$ cat src/rtl/snake_pkg.sv
`default_nettype none
// +------------------------------------------------------------------------+
// | snake_pkg: shared FSM state type and screen/grid constants              |
// | Revision: 1.0                                                          |
// +------------------------------------------------------------------------+
package snake_pkg;

  localparam int          C_X_W       = 10;
  localparam int          C_Y_W       = 9;
  localparam int unsigned C_GRID      = 10;
  localparam int unsigned C_MAX_X     = 630;
  localparam int unsigned C_MAX_Y     = 470;
  localparam int unsigned C_DEFAULT_X = 320;
  localparam int unsigned C_DEFAULT_Y = 240;
  localparam int unsigned C_MAX_TRIES = 8;

  typedef enum logic [1:0] {
    ST_SPAWN  = 2'd0,
    ST_DRAW   = 2'd1,
    ST_ACTIVE = 2'd2,
    ST_ERASE  = 2'd3
  } food_state_e;

endpackage
`default_nettype wire

$ cat src/rtl/food_pos_check.sv
`default_nettype none
// +------------------------------------------------------------------------+
// | food_pos_check: combinational validator for a food position candidate  |
// | Revision: 1.0                                                          |
// +------------------------------------------------------------------------+
module food_pos_check
  import snake_pkg::*;
#(
  parameter int unsigned GRID  = C_GRID,
  parameter int unsigned MAX_X = C_MAX_X,
  parameter int unsigned MAX_Y = C_MAX_Y
) (
  input  logic [C_X_W-1:0] cand_x_i,
  input  logic [C_Y_W-1:0] cand_y_i,
  input  logic [C_X_W-1:0] head_x_i,
  input  logic [C_Y_W-1:0] head_y_i,
  input  logic [C_X_W-1:0] food_x_i,
  input  logic [C_Y_W-1:0] food_y_i,
  output logic             ok_o
);

  localparam logic [C_X_W-1:0] C_LIM_X  = C_X_W'(MAX_X);
  localparam logic [C_Y_W-1:0] C_LIM_Y  = C_Y_W'(MAX_Y);
  localparam logic [C_X_W-1:0] C_GRID_X = C_X_W'(GRID);
  localparam logic [C_Y_W-1:0] C_GRID_Y = C_Y_W'(GRID);

  logic w_in_range;
  logic w_on_grid;
  logic w_not_head;
  logic w_not_food;

  assign w_in_range = (cand_x_i <= C_LIM_X) && (cand_y_i <= C_LIM_Y);
  assign w_on_grid  = ((cand_x_i % C_GRID_X) == {C_X_W{1'b0}})
                   && ((cand_y_i % C_GRID_Y) == {C_Y_W{1'b0}});
  assign w_not_head = (cand_x_i != head_x_i) || (cand_y_i != head_y_i);
  assign w_not_food = (cand_x_i != food_x_i) || (cand_y_i != food_y_i);

  assign ok_o = w_in_range && w_on_grid && w_not_head && w_not_food;

endmodule
`default_nettype wire

$ cat src/rtl/food_controller.sv
`default_nettype none
// +------------------------------------------------------------------------+
// | food_controller: spawns, tracks, scores and renders the single food    |
// | Revision: 1.0                                                          |
// +------------------------------------------------------------------------+
module food_controller
  import snake_pkg::*;
#(
  parameter int unsigned GRID      = C_GRID,
  parameter int unsigned MAX_X     = C_MAX_X,
  parameter int unsigned MAX_Y     = C_MAX_Y,
  parameter int unsigned DEFAULT_X = C_DEFAULT_X,
  parameter int unsigned DEFAULT_Y = C_DEFAULT_Y,
  parameter int unsigned MAX_TRIES = C_MAX_TRIES,
  parameter int          SCORE_W   = 8
) (
  input  logic               CLOCK_50,
  input  logic               resetn,
  input  logic [C_X_W-1:0]   randomX,
  input  logic [C_Y_W-1:0]   randomY,
  input  logic [C_X_W-1:0]   snakeX,
  input  logic [C_Y_W-1:0]   snakeY,
  input  logic               head_valid,
  output logic [C_X_W-1:0]   foodX,
  output logic [C_Y_W-1:0]   foodY,
  output logic               food_valid,
  output logic               food_eaten,
  output logic [SCORE_W-1:0] score,
  output logic               draw_req,
  output logic               draw_erase,
  input  logic               draw_ack
);

  localparam int               TRY_W      = $clog2(MAX_TRIES) + 1;
  localparam logic [TRY_W-1:0] C_LAST_TRY = TRY_W'(MAX_TRIES - 1);
  localparam logic [C_X_W-1:0] C_DEF_X    = C_X_W'(DEFAULT_X);
  localparam logic [C_Y_W-1:0] C_DEF_Y    = C_Y_W'(DEFAULT_Y);
  localparam logic [C_X_W-1:0] C_ALT_X    = C_X_W'(DEFAULT_X + GRID);

  food_state_e        state_q, state_d;
  logic [C_X_W-1:0]   food_x_q, food_x_d;
  logic [C_Y_W-1:0]   food_y_q, food_y_d;
  logic [TRY_W-1:0]   tries_q, tries_d;
  logic [SCORE_W-1:0] score_q, score_d;
  logic               eaten_q, eaten_d;

  logic w_cand_ok;
  logic w_head_hit;
  logic w_default_blocked;

  food_pos_check #(
    .GRID  (GRID),
    .MAX_X (MAX_X),
    .MAX_Y (MAX_Y)
  ) u_food_pos_check (
    .cand_x_i (randomX),
    .cand_y_i (randomY),
    .head_x_i (snakeX),
    .head_y_i (snakeY),
    .food_x_i (food_x_q),
    .food_y_i (food_y_q),
    .ok_o     (w_cand_ok)
  );

  assign w_head_hit        = head_valid && (snakeX == food_x_q) && (snakeY == food_y_q);
  assign w_default_blocked = (snakeX == C_DEF_X) && (snakeY == C_DEF_Y);

  always_ff @(posedge CLOCK_50 or negedge resetn) begin
    if (!resetn) begin
      state_q  <= ST_SPAWN;
      food_x_q <= C_DEF_X;
      food_y_q <= C_DEF_Y;
      tries_q  <= '0;
      score_q  <= '0;
      eaten_q  <= 1'b0;
    end else begin
      state_q  <= state_d;
      food_x_q <= food_x_d;
      food_y_q <= food_y_d;
      tries_q  <= tries_d;
      score_q  <= score_d;
      eaten_q  <= eaten_d;
    end
  end

  always_comb begin
    state_d  = state_q;
    food_x_d = food_x_q;
    food_y_d = food_y_q;
    tries_d  = tries_q;
    score_d  = score_q;
    eaten_d  = 1'b0;
    case (state_q)
      ST_SPAWN: begin
        if (w_cand_ok) begin
          food_x_d = randomX;
          food_y_d = randomY;
          tries_d  = '0;
          state_d  = ST_DRAW;
        end else if (tries_q == C_LAST_TRY) begin
          // Out of tries: fall back, stepping one cell right if the head sits there.
          food_x_d = w_default_blocked ? C_ALT_X : C_DEF_X;
          food_y_d = C_DEF_Y;
          tries_d  = '0;
          state_d  = ST_DRAW;
        end else begin
          tries_d = tries_q + 1'b1;
        end
      end
      ST_DRAW: begin
        if (draw_ack) state_d = ST_ACTIVE;
      end
      ST_ACTIVE: begin
        if (w_head_hit) begin
          eaten_d = 1'b1;
          if (score_q != {SCORE_W{1'b1}}) score_d = score_q + 1'b1;
          state_d = ST_ERASE;
        end
      end
      ST_ERASE: begin
        if (draw_ack) state_d = ST_SPAWN;
      end
      default: state_d = ST_SPAWN;
    endcase
  end

  always_comb begin
    draw_req   = 1'b0;
    draw_erase = 1'b0;
    food_valid = 1'b0;
    case (state_q)
      ST_DRAW:   draw_req = 1'b1;
      ST_ACTIVE: food_valid = 1'b1;
      ST_ERASE: begin
        draw_req   = 1'b1;
        draw_erase = 1'b1;
      end
      default: ;
    endcase
  end

  assign foodX      = food_x_q;
  assign foodY      = food_y_q;
  assign score      = score_q;
  assign food_eaten = eaten_q;

endmodule
`default_nettype wire

$ cat config.mk
export PLATFORM = sky130hd
export DESIGN_NAME = food_controller
export DESIGN_NICKNAME = d
export VERILOG_FILES = /design/src/rtl/snake_pkg.sv /design/src/rtl/food_pos_check.sv /design/src/rtl/food_controller.sv
export SDC_FILE = /design/constraint.sdc
export NUM_CORES = 1
export LEC_CHECK = 0
export CAP_MARGIN = 5
export CORE_AREA = 2 2 83 85
export CTS_BUF_LIST = sky130_fd_sc_hd__clkbuf_8 sky130_fd_sc_hd__clkbuf_16
export CTS_CLUSTER_DIAMETER = 100
export DETAILED_ROUTE_END_ITERATION = 12
export DIE_AREA = 0 0 85 87
export PLACE_DENSITY_LB_ADDON = 0.3
export SYNTH_ARGS = -nofsm -noshare
export SYNTH_HDL_FRONTEND = slang
export SYNTH_SLANG_ARGS = --single-unit
$ cat constraint.sdc
create_clock -name CLOCK_50 -period 2.5 [get_ports CLOCK_50]
set_input_delay 0.5 -clock CLOCK_50 [delete_from_list [all_inputs] [get_ports CLOCK_50]]
set_output_delay 0.5 -clock CLOCK_50 [all_outputs]
set_load 0.05 [all_outputs]
# == After elaboration in Yosys (flattened, before gate mapping) ==
# Index checks and enable logic that the tools add are counted.
# W data, S select, Z words.
# op_classes
addsub,2
mul,0
div_mod_pow,2
n_lt_le_gt_ge,2
eq_ne,17
n_shift,0
mux,18
bitwise,0
reduce_logical,18
# ops
operator,count
$mux W10,2
$ne A10 B10 Y1,2
$mux W9,2
$ne A9 B9 Y1,2
$mux W4,3
$eq A10 B10 Y1,1
$eq A10 B9 Y1 const B,1
$le A10 B10 Y1 const B,1
$logic_not A10 Y1,1
$mod A10 B4 Y10 const B,1
$mux W2,5
$eq A9 B8 Y1 const B,1
$eq A9 B9 Y1,1
$le A9 B9 Y1 const B,1
$logic_not A9 Y1,1
$mod A9 B4 Y9 const B,1
$add A8 B1 Y8 const B,1
$logic_and A1 B1 Y1,8
$ne A8 B8 Y1 const B,1
$pmux W2 S4,1
$ne A2 B2 Y1 const B,3
$mux W1,5
$add A4 B1 Y4 const B,1
$eq A2 B2 Y1 const B,2
other kinds (10),11
# word_totals
reg_bits,34
latch_bits,0
ramBits,0
mem_bits_ro,0
input_bits,42
output_inout_bits,31
wordCells,65
memories,0

# == Longest topological paths before layout ==
# Gate-level depths: netlist (run 1).
# depth
word_depth,8
mapped_depth,19
ltp_nobuf,15

# == Cells and area by module ==
# Synthesis (run 1) repeated with hierarchy kept, for this count alone.
# unflattened
hier_cells,433
hier_area_um2,3723.6
# modules_own_cells
module,n_inst,cells_each,area_per_inst_um2,seq_area_each_um2
food_pos_check,1,268,1880.6,0.0
food_controller,1,165,1843.0,858.3

# == Least setup slack after synthesis (run 1) ==
# OpenSTA, ideal clock, no wires.
# synth_timing
path_type,input port to flip-flop
from,input randomY[7]
to,register state_q[1]
setup_time_ps,128
arrival_ps,3631
required_ps,2372
path_slack_ps,-1258
path_stages,17
path_buffers,2
cell_sequence,buf_2 -> nor2b_1 -> and3_1 -> a2111o_1 -> a21o_1 -> a21oi_1 -> nor2_1 -> a21oi_1 -> ha_1 -> nor2b_1 -> maj3_2 -> o21ai_1 -> mux2_2 -> and4_4 -> buf_6 -> o21ai_2 -> mux2_1
# synth_via
elab_chain_cells,8
elab_cells_between_ends,16
classes_between,div (1); order compare (1); eq/ne (3); mux (2); reduce/logical (9)
# synth_lines
element,line_no,rtl
start: declaration,food_controller.sv:20,"input logic [C_Y_W-1:0] randomY,"
$mod A9 B4 Y9,food_pos_check.sv:34,&& ((cand_y_i % C_GRID_Y) == {C_Y_W{1'b0}});
$logic_not A9 Y1,food_pos_check.sv:34,
$logic_and A1 B1 Y1,food_pos_check.sv:34,
$logic_and A1 B1 Y1 (2 in series),food_pos_check.sv:38,assign ok_o = w_in_range && w_on_grid && w_not_head && w_not_food;
$logic_and A1 B1 Y1 *,food_pos_check.sv:38,
$ne A3 B2 Y1 (no source line) or $mux W2 (tied branches),--,
$reduce_and A4 Y1 (no source line) or $pmux W2 S4 (tied branches),--,
end signal: assignment,food_controller.sv:77,state_q <= state_d;
end: declaration,food_controller.sv:40,"food_state_e state_q, state_d;"
# Mark *: on every way between the ends. The rest lies on a longest branch, timed or not.
# A chain may end at the register's enable or synchronous reset.

# == Final worst setup path (run 1) ==
# layout_timing
from,input randomY[5]
to,register state_q[1]
# Same word-level chain as after synthesis.

==> results by group, run 1 <==
Logic synthesis
  – Post-Synthesis Cell Area: 3290 um^2
  – Adder-cell area share of the yosys netlist: 0.0376
  – Ys flop type: dfrtp_1
  – Mapped Avg Cell Area: 8.80 um^2
  – Yosys top cell by area: dfrtp_1
  – XOR/XNOR Fraction of Synth Area: 0.181
  – Main combinational cell family by area after synthesis: simple AND/OR/NAND/NOR gates
  – Compound-cell area share of the yosys netlist: 0.172
  – Synth area leaders: dfrtp_1, xnor2_1, dfstp_2
  – Mux cell area share after synthesis: 0.0448
  – EDFF count, synth: 0
  – Synth Register Bits: 34
  – Sequential fraction of the synthesis area: 0.261
  – Simple-Gate Fraction of Synth Area: 0.228
  – YS warnings: 0
  – Synth top area share: 0.213
  – Post-synth cell types: 62
  – Mapped Nets: 425
  – Ys async rst share: 1.00
  – Cells after synthesis: 374

Route
  – Routed Antenna Nets: 0
  – Residual DRC count: 0
  – Initial DRT Pass Iterations: 6
  – WL final: 9980 um
  – Vias per cell: 5.80
  – Drt wl/cell: 16.9 um
  – Routed vias: 3416
  – First DRT Iteration DRCs: 212

Global route
  – Initial antenna violation count: 0
  – Gr ovfl total: 0
  – Global Route Usage Sum: 0.277
  – Pin count of the biggest net entering global routing: 35
  – Number of global-route vias before repair: 3422
  – First-pass GRT wire length: 16500 um

Placed design
  – PortBufs: 72
  – HPWL after DPL: 7590 um
  – Final Wtd Congestion: 0.925

Cells and area
  – Most common cell after layout, fill and taps aside: buf_4
  – # fillers: 467
  – Antenna cell count: 0
  – Total Nets Final: 559
  – Fin util: 0.737
  – Layout cells sized above 1: 0.281
  – Area grow syn2layout: 47.0%
  – Most frequent cells in the layout: buf_4, clkdlybuf4s50_1, xnor2_1, inv_1, dfrtp_1

STA
  – Fin crit period: 3.30 ns
  – Unrepaired setup endpoints after global routing: true
  – Max-slew violations: 0
  – Slew margin rel.: 0.573
  – Hold slack final: 0.510 ns
  – Fmax: 303 MHz
  – Part of the cycle the worst path needs: 1.32
  – Final hold violations: 0
  – Final setup vio count: 25
  – Final Skew: 0.00674 ns
  – Slew @ Worst Pin: 0.641 ns
  – Setup ws final: -0.802 ns
  – Setup TNS: -18.08 ns

Floorplan
  – Floorplan row count: 30
  – IO Pins: 73
  – Die Width: 85 um
  – Die area: 7400 um^2
  – Chip Height: 87 um
  – Area of the core: 6570 um^2
  – Starting Density: 0.501

Critical path
  – Critical Path End Type: register
  – Cells along the critical path: buf_8, buf_6, nand2b_4, mux2i_1, a2111o_1, a21o_1, a21oi_2, nor2_1, a21oi_2, ha_2, nor2b_2, maj3_2, o21ai_2, mux2_4, and4_4, o21ai_4, mux2_4
  – Worst endpoint required time: 2.68 ns
  – Crit-path max cell delay: 0.42 ns
  – Worst path arrival time: 3.48 ns
  – Slowest cell on the critical path: a2111o_1
  – Worst-path fanout max: 6
  – Startpoint class of the critical path: primary input
  – Type of the worst setup path: in2reg

Power and ir drop
  – Clock power share: 0.159
  – Peak VDD IR: 866 uV
  – Leakage power: 2.13 nW
  – Sw Ratio: 0.418
  – Pint: 0.00152 W
  – Sw Pwr: 0.00109 W
  – Seq pwr share: 0.294
  – Power Density: 540 nW/um^2
  – Comb pwr share: 0.546

Status
  – Failing checks: negative setup slack
  – Outcome: finished with violations

Clocking
  – Skew-Pair Late Insertion Delay: 0.29 ns
  – Clock net sink count: 34
  – CTS tree: built
  – Buffer depth of the longest clock path: 2
  – Cts bufs inserted: 5
  – Root Buffer: clkbuf_8
  – H-tree levels: 2
  – Clock-pin slew on the worst setup and hold paths: 0.07 ns

Job
  – Max Cap Viol: 0

Hold path
  – Hold Crit Class: reg2reg
[path summary, 6_finish.rpt]
kind	from	to	cells after the start	slack, ns
setup / recovery	randomY[5]	state_q[1]$_DFFE_PN0P_	17	-0.80
setup reg to reg	foodY[5]$_DFFE_PN1P_	state_q[1]$_DFFE_PN0P_	9	0.19
min in group asynchronous	resetn	score[5]$_DFFE_PN0P_	2	0.62
hold reg to reg	foodY[7]$_DFFE_PN1P_	foodY[7]$_DFFE_PN1P_	2	0.51
hold / removal	foodY[7]$_DFFE_PN1P_	foodY[7]$_DFFE_PN1P_	2	0.51
max in group asynchronous	resetn	foodX[6]$_DFFE_PN1P_	2	1.54
[registers in the layout (all words and copies together) (netlist names)]
register,count
state_q,2
score,8
tries_q,4
food_eaten,1
foodX,10
foodY,9
[layer usage]
layer,part of all wire,GRT usage
met1,0.42,0.351
met2,0.49,0.477
met3,0.066,0.0379
met4,0.030,0.111
met5,0,0
[cells in the mapped netlist, types with 3 or more instances]
library cell / count
and3_1: 5
a22o_1: 11
nand2b_1: 6
nand3_1: 10
nor4bb_1: 3
nor2b_1: 3
nor4b_1: 6
o21ai_0: 8
nor3_1: 7
nand3b_1: 3
xor2_1: 16
a31oi_1: 4
mux2i_1: 8
dfstp_2: 6
xnor2_1: 52
nor3b_1: 3
dfrtp_1: 28
mux2_2: 5
and3b_1: 3
o221ai_1: 4
and2_1: 6
nand2_1: 17
ha_1: 9
clkbuf_1: 5
nand4_1: 18
a22oi_1: 8
a21oi_1: 8
buf_6: 4
buf_2: 10
inv_1: 27
nor4_1: 9
nor2_1: 19
buf_4: 4
[area by class of cell]
cell class	count	area, um^2	share of cell area
Inverter	27	101	0.0209
Tap cell	80	100	0.0207
Clock buffer	6	82.6	0.0171
Clock inverter	2	8.76	0.00181
Multi-Input combinational cell	290	2340	0.484
Sequential cell	34	858	0.177
Timing Repair Buffer	150	1350	0.279
[cell families after synthesis]
| group | after synthesis |
|---|---|
| XOR/XNOR | 68 |
| AO/OA/AOI/OAI | 69 |
| flip-flops | 34 |
| AND/OR/NAND/NOR | 128 |
| multiplexers | 14 |
| adder cells (fa/ha/maj) | 10 |
| buffers and inverters | 51 |
[worst max-delay path, delay by kind of cell]
family | cells | cell delay (ns)
multiplexers | 3 | 0.70
adder cells (fa/ha/maj) | 2 | 0.49
AO/OA/AOI/OAI | 6 | 1.17
buffers and inverters | 2 | 0.22
AND/OR/NAND/NOR | 4 | 0.38
[what timing repair did]
action / CTS / global route
hold buffers: 0 / 0
pin swaps: 16 / 12
gates cloned: 2 / 0
endpoints found under the setup margin: 25 / 32
setup buffers: 6 / 4
resized for setup: 41 / 22
[power groups by stage]
stage          clock network (W)  logic [W]  registers, W
2_1_floorplan                  0   0.000761      0.000889
3_3_place_gp                   0    0.00132      0.000767
3_5_place_dp                   0    0.00136      0.000774
4_1_cts                 0.000422    0.00140      0.000765
5_1_grt                 0.000444    0.00153      0.000781
6_report                0.000416    0.00143      0.000770
[metrics by stage]
stage / cell area [um^2] / power (W) / instances / setup slack [ns]
3_5_place_dp: 4530 / 0.00213 / 569 / -1.69
2_1_floorplan: 3360 / 0.00165 / 374 / -1.20
5_1_grt: 4840 / 0.00276 / 589 / -0.925
3_3_place_gp: 4530 / 0.00209 / 569 / -1.57
4_1_cts: 4740 / 0.00258 / 585 / -0.798
6_report: 4840 / 0.00261 / 589 / -0.802
Note: power is estimated with default switching activity, not from simulation.
==> run 2: changes to the inputs <==
--- a/config.mk
+++ b/config.mk
@@ -5,12 +5,14 @@
 export SDC_FILE = /design/constraint.sdc
 export NUM_CORES = 1
 export LEC_CHECK = 0
+export ABC_CLOCK_PERIOD_IN_PS = 2500
 export CAP_MARGIN = 5
 export CORE_AREA = 2 2 83 85
 export CTS_BUF_LIST = sky130_fd_sc_hd__clkbuf_8 sky130_fd_sc_hd__clkbuf_16
 export CTS_CLUSTER_DIAMETER = 100
 export DETAILED_ROUTE_END_ITERATION = 12
 export DIE_AREA = 0 0 85 87
+export GPL_TIMING_DRIVEN = 0
 export PLACE_DENSITY_LB_ADDON = 0.3
 export SYNTH_ARGS = -nofsm -noshare
 export SYNTH_HDL_FRONTEND = slang
==> results by group, run 2 (synthesis results as in run 1) <==
Placed design
  – Pre-CTS setup slack: -2.22 ns
  – Placed cell count: 523
  – Final Wtd Congestion: 0.932
  – HPWL after DPL: 6930 um
  – PortBufs: 69

Floorplan
  – IO Pins: 73
  – Die Width: 85 um
  – Die area: 7400 um^2
  – Starting Density: 0.501
  – Chip Height: 87 um
  – Area of the core: 6570 um^2
  – Floorplan row count: 30

Status
  – Outcome: finished with violations
  – Failing checks: negative setup slack

Critical path
  – Register-to-register setup slack: -0.01 ns
  – Worst endpoint required time: 2.73 ns
  – R2R Path Start: foodY[7]$_DFFE_PN1P_
  – R2r endpoint: foodY[0]$_DFFE_PN0P_
  – Startpoint class of the critical path: primary input
  – Type of the worst setup path: in2reg
  – Cells along the critical path: buf_12, nor2b_4, and3_4, a2111o_1, a21o_1, a21oi_2, nor2_1, a21oi_2, ha_2, nor2b_1, maj3_2, o21ai_2, mux2_4, and4_4, buf_8, o21ai_4, buf_6, and2_4
  – Crit path top cell by count: a21oi_2
  – Worst-path fanout max: 6
  – Crit-path max cell delay: 0.36 ns
  – Critical Path End Type: register
  – Crit path launch: randomY[7]
  – Worst path arrival time: 3.70 ns
  – Slowest cell on the critical path: a2111o_1
  – Worst Reg2Reg Path Length in Cells: 11

Clocking
  – Clock net sink count: 34
  – Root Buffer: clkbuf_8
  – Cts bufs inserted: 5
  – H-tree levels: 2
  – Clock-pin slew on the worst setup and hold paths: 0.08 ns
  – Skew-Pair Late Insertion Delay: 0.29 ns
  – Hold-fix buffers at CTS: 0
  – Buffer depth of the longest clock path: 2
  – CTS tree: built

Power and ir drop
  – Clock power share: 0.164
  – Leakage power: 2.00 nW
  – Sw Pwr: 0.00110 W
  – Pint: 0.00149 W
  – Power Density: 552 nW/um^2
  – Comb pwr share: 0.540
  – Peak VDD IR: 836 uV
  – Sw Ratio: 0.425
  – Seq pwr share: 0.296

Global route
  – Number of global-route vias before repair: 3300
  – Initial antenna violation count: 0
  – Global Route Usage Sum: 0.276
  – Gr ovfl total: 0
  – First-pass GRT wire length: 16300 um
  – Pin count of the biggest net entering global routing: 35

Cells and area
  – Area grow syn2layout: 42.6%
  – Total Nets Final: 532
  – Most common cell after layout, fill and taps aside: clkdlybuf4s50_1
  – Fin util: 0.715
  – Antenna cell count: 0
  – Max reg flops: 10
  – Post-route insts no fill: 562
  – Most frequent cells in the layout: clkdlybuf4s50_1, xnor2_1, buf_4, inv_1, dfrtp_1
  – Layout cells sized above 1: 0.249

Route
  – Initial DRT Pass Iterations: 5
  – Residual DRC count: 0
  – WL final: 10400 um
  – Routed Antenna Nets: 0
  – Drt wl/cell: 18.6 um
  – Vias per cell: 6.07
  – First DRT Iteration DRCs: 231
  – Routed vias: 3409

STA
  – Unrepaired setup endpoints after global routing: true
  – Final Skew: 0.00811 ns
  – Final hold violations: 0
  – Slew margin rel.: 0.473
  – Fmax: 288 MHz
  – Setup ws final: -0.971 ns
  – Final setup vio count: 25
  – Part of the cycle the worst path needs: 1.39
  – Max-slew violations: 0
  – Hold slack final: 0.289 ns
  – Fin crit period: 3.47 ns
  – Slew @ Worst Pin: 0.791 ns

Hold path
  – Hold Crit Class: in2async

Job
  – Max Cap Viol: 0
-- run 2: cell count changes in the layout (fill, tap and decap cells not counted), moves of 3 or more --
cell      change
buf_6         +4
clkbuf_1      +4
a22oi_1       -3
buf_4        -36
and2_1        -3
a22oi_2       +3
-- run 2: how the worst max path moves through the flow --
stage	to	slack [ns]	cells past startpoint
after global placement	foodX[4]$_DFFE_PN0P_	-2.14	20
after detailed placement	foodY[0]$_DFFE_PN0P_	-2.22	20
after global routing	foodX[4]$_DFFE_PN0P_	-1.07	18
after floorplan	state_q[1]$_DFFE_PN0P_	-1.20	18
final	foodY[0]$_DFFE_PN0P_	-0.97	18
after CTS	foodY[0]$_DFFE_PN0P_	-0.92	18
-- run 2: timing repair --
action	CTS	global route
pin swaps	14	7
cloned	2	0
setup endpoints to repair	25	32
setup buffers	23	8
resized for setup	54	26
-- run 2: worst max-delay path: cells and delay by family --
kind / cells / cell delay (ns)
and+or+nand+nor: 6 / 0.69
AOI/OAI and AO/OA: 6 / 1.27
buffers and inverters: 3 / 0.42
adders and majority gates: 2 / 0.49
muxes: 1 / 0.32
-- run 2: area by class of cell --
cell class / count / area (um^2)
Inverter: 27 / 101
Timing Repair Buffer: 101 / 937
Clock buffer: 6 / 82.6
Tap cell: 80 / 100
Clock inverter: 2 / 8.76
Fill cell: 484 / 1870
Sequential cell: 34 / 858
Multi-Input combinational cell: 289 / 2390
Buffer: 23 / 216
-- run 2: routing by layer --
layer | global-route usage | up-vias | share of wire
li1 | - | 1557 | -
met1 | 0.354 | 1655 | 0.42
met2 | 0.473 | 177 | 0.50
met3 | 0.0370 | 20 | 0.063
met4 | 0.105 | 0 | 0.020
met5 | 0 | - | 0
-- run 2: per-stage QoR --
step | TNS (ns) | area, um^2 | power [W]
floorplan | -27.52 | 3360 | 0.00165
global placement | -50.89 | 4150 | 0.00199
detailed placement | -53.08 | 4140 | 0.00202
CTS | -22.00 | 4530 | 0.00252
global route | -25.15 | 4690 | 0.00273
finish | -22.45 | 4690 | 0.00259
-- run 2: power groups by stage --
stage	registers, W	clock network (W)	logic (W)
floorplan	0.000889	0	0.000761
global placement	0.000768	0	0.00123
detailed placement	0.000771	0	0.00125
CTS	0.000765	0.000427	0.00133
global route	0.000780	0.000454	0.00150
finish	0.000768	0.000425	0.00140
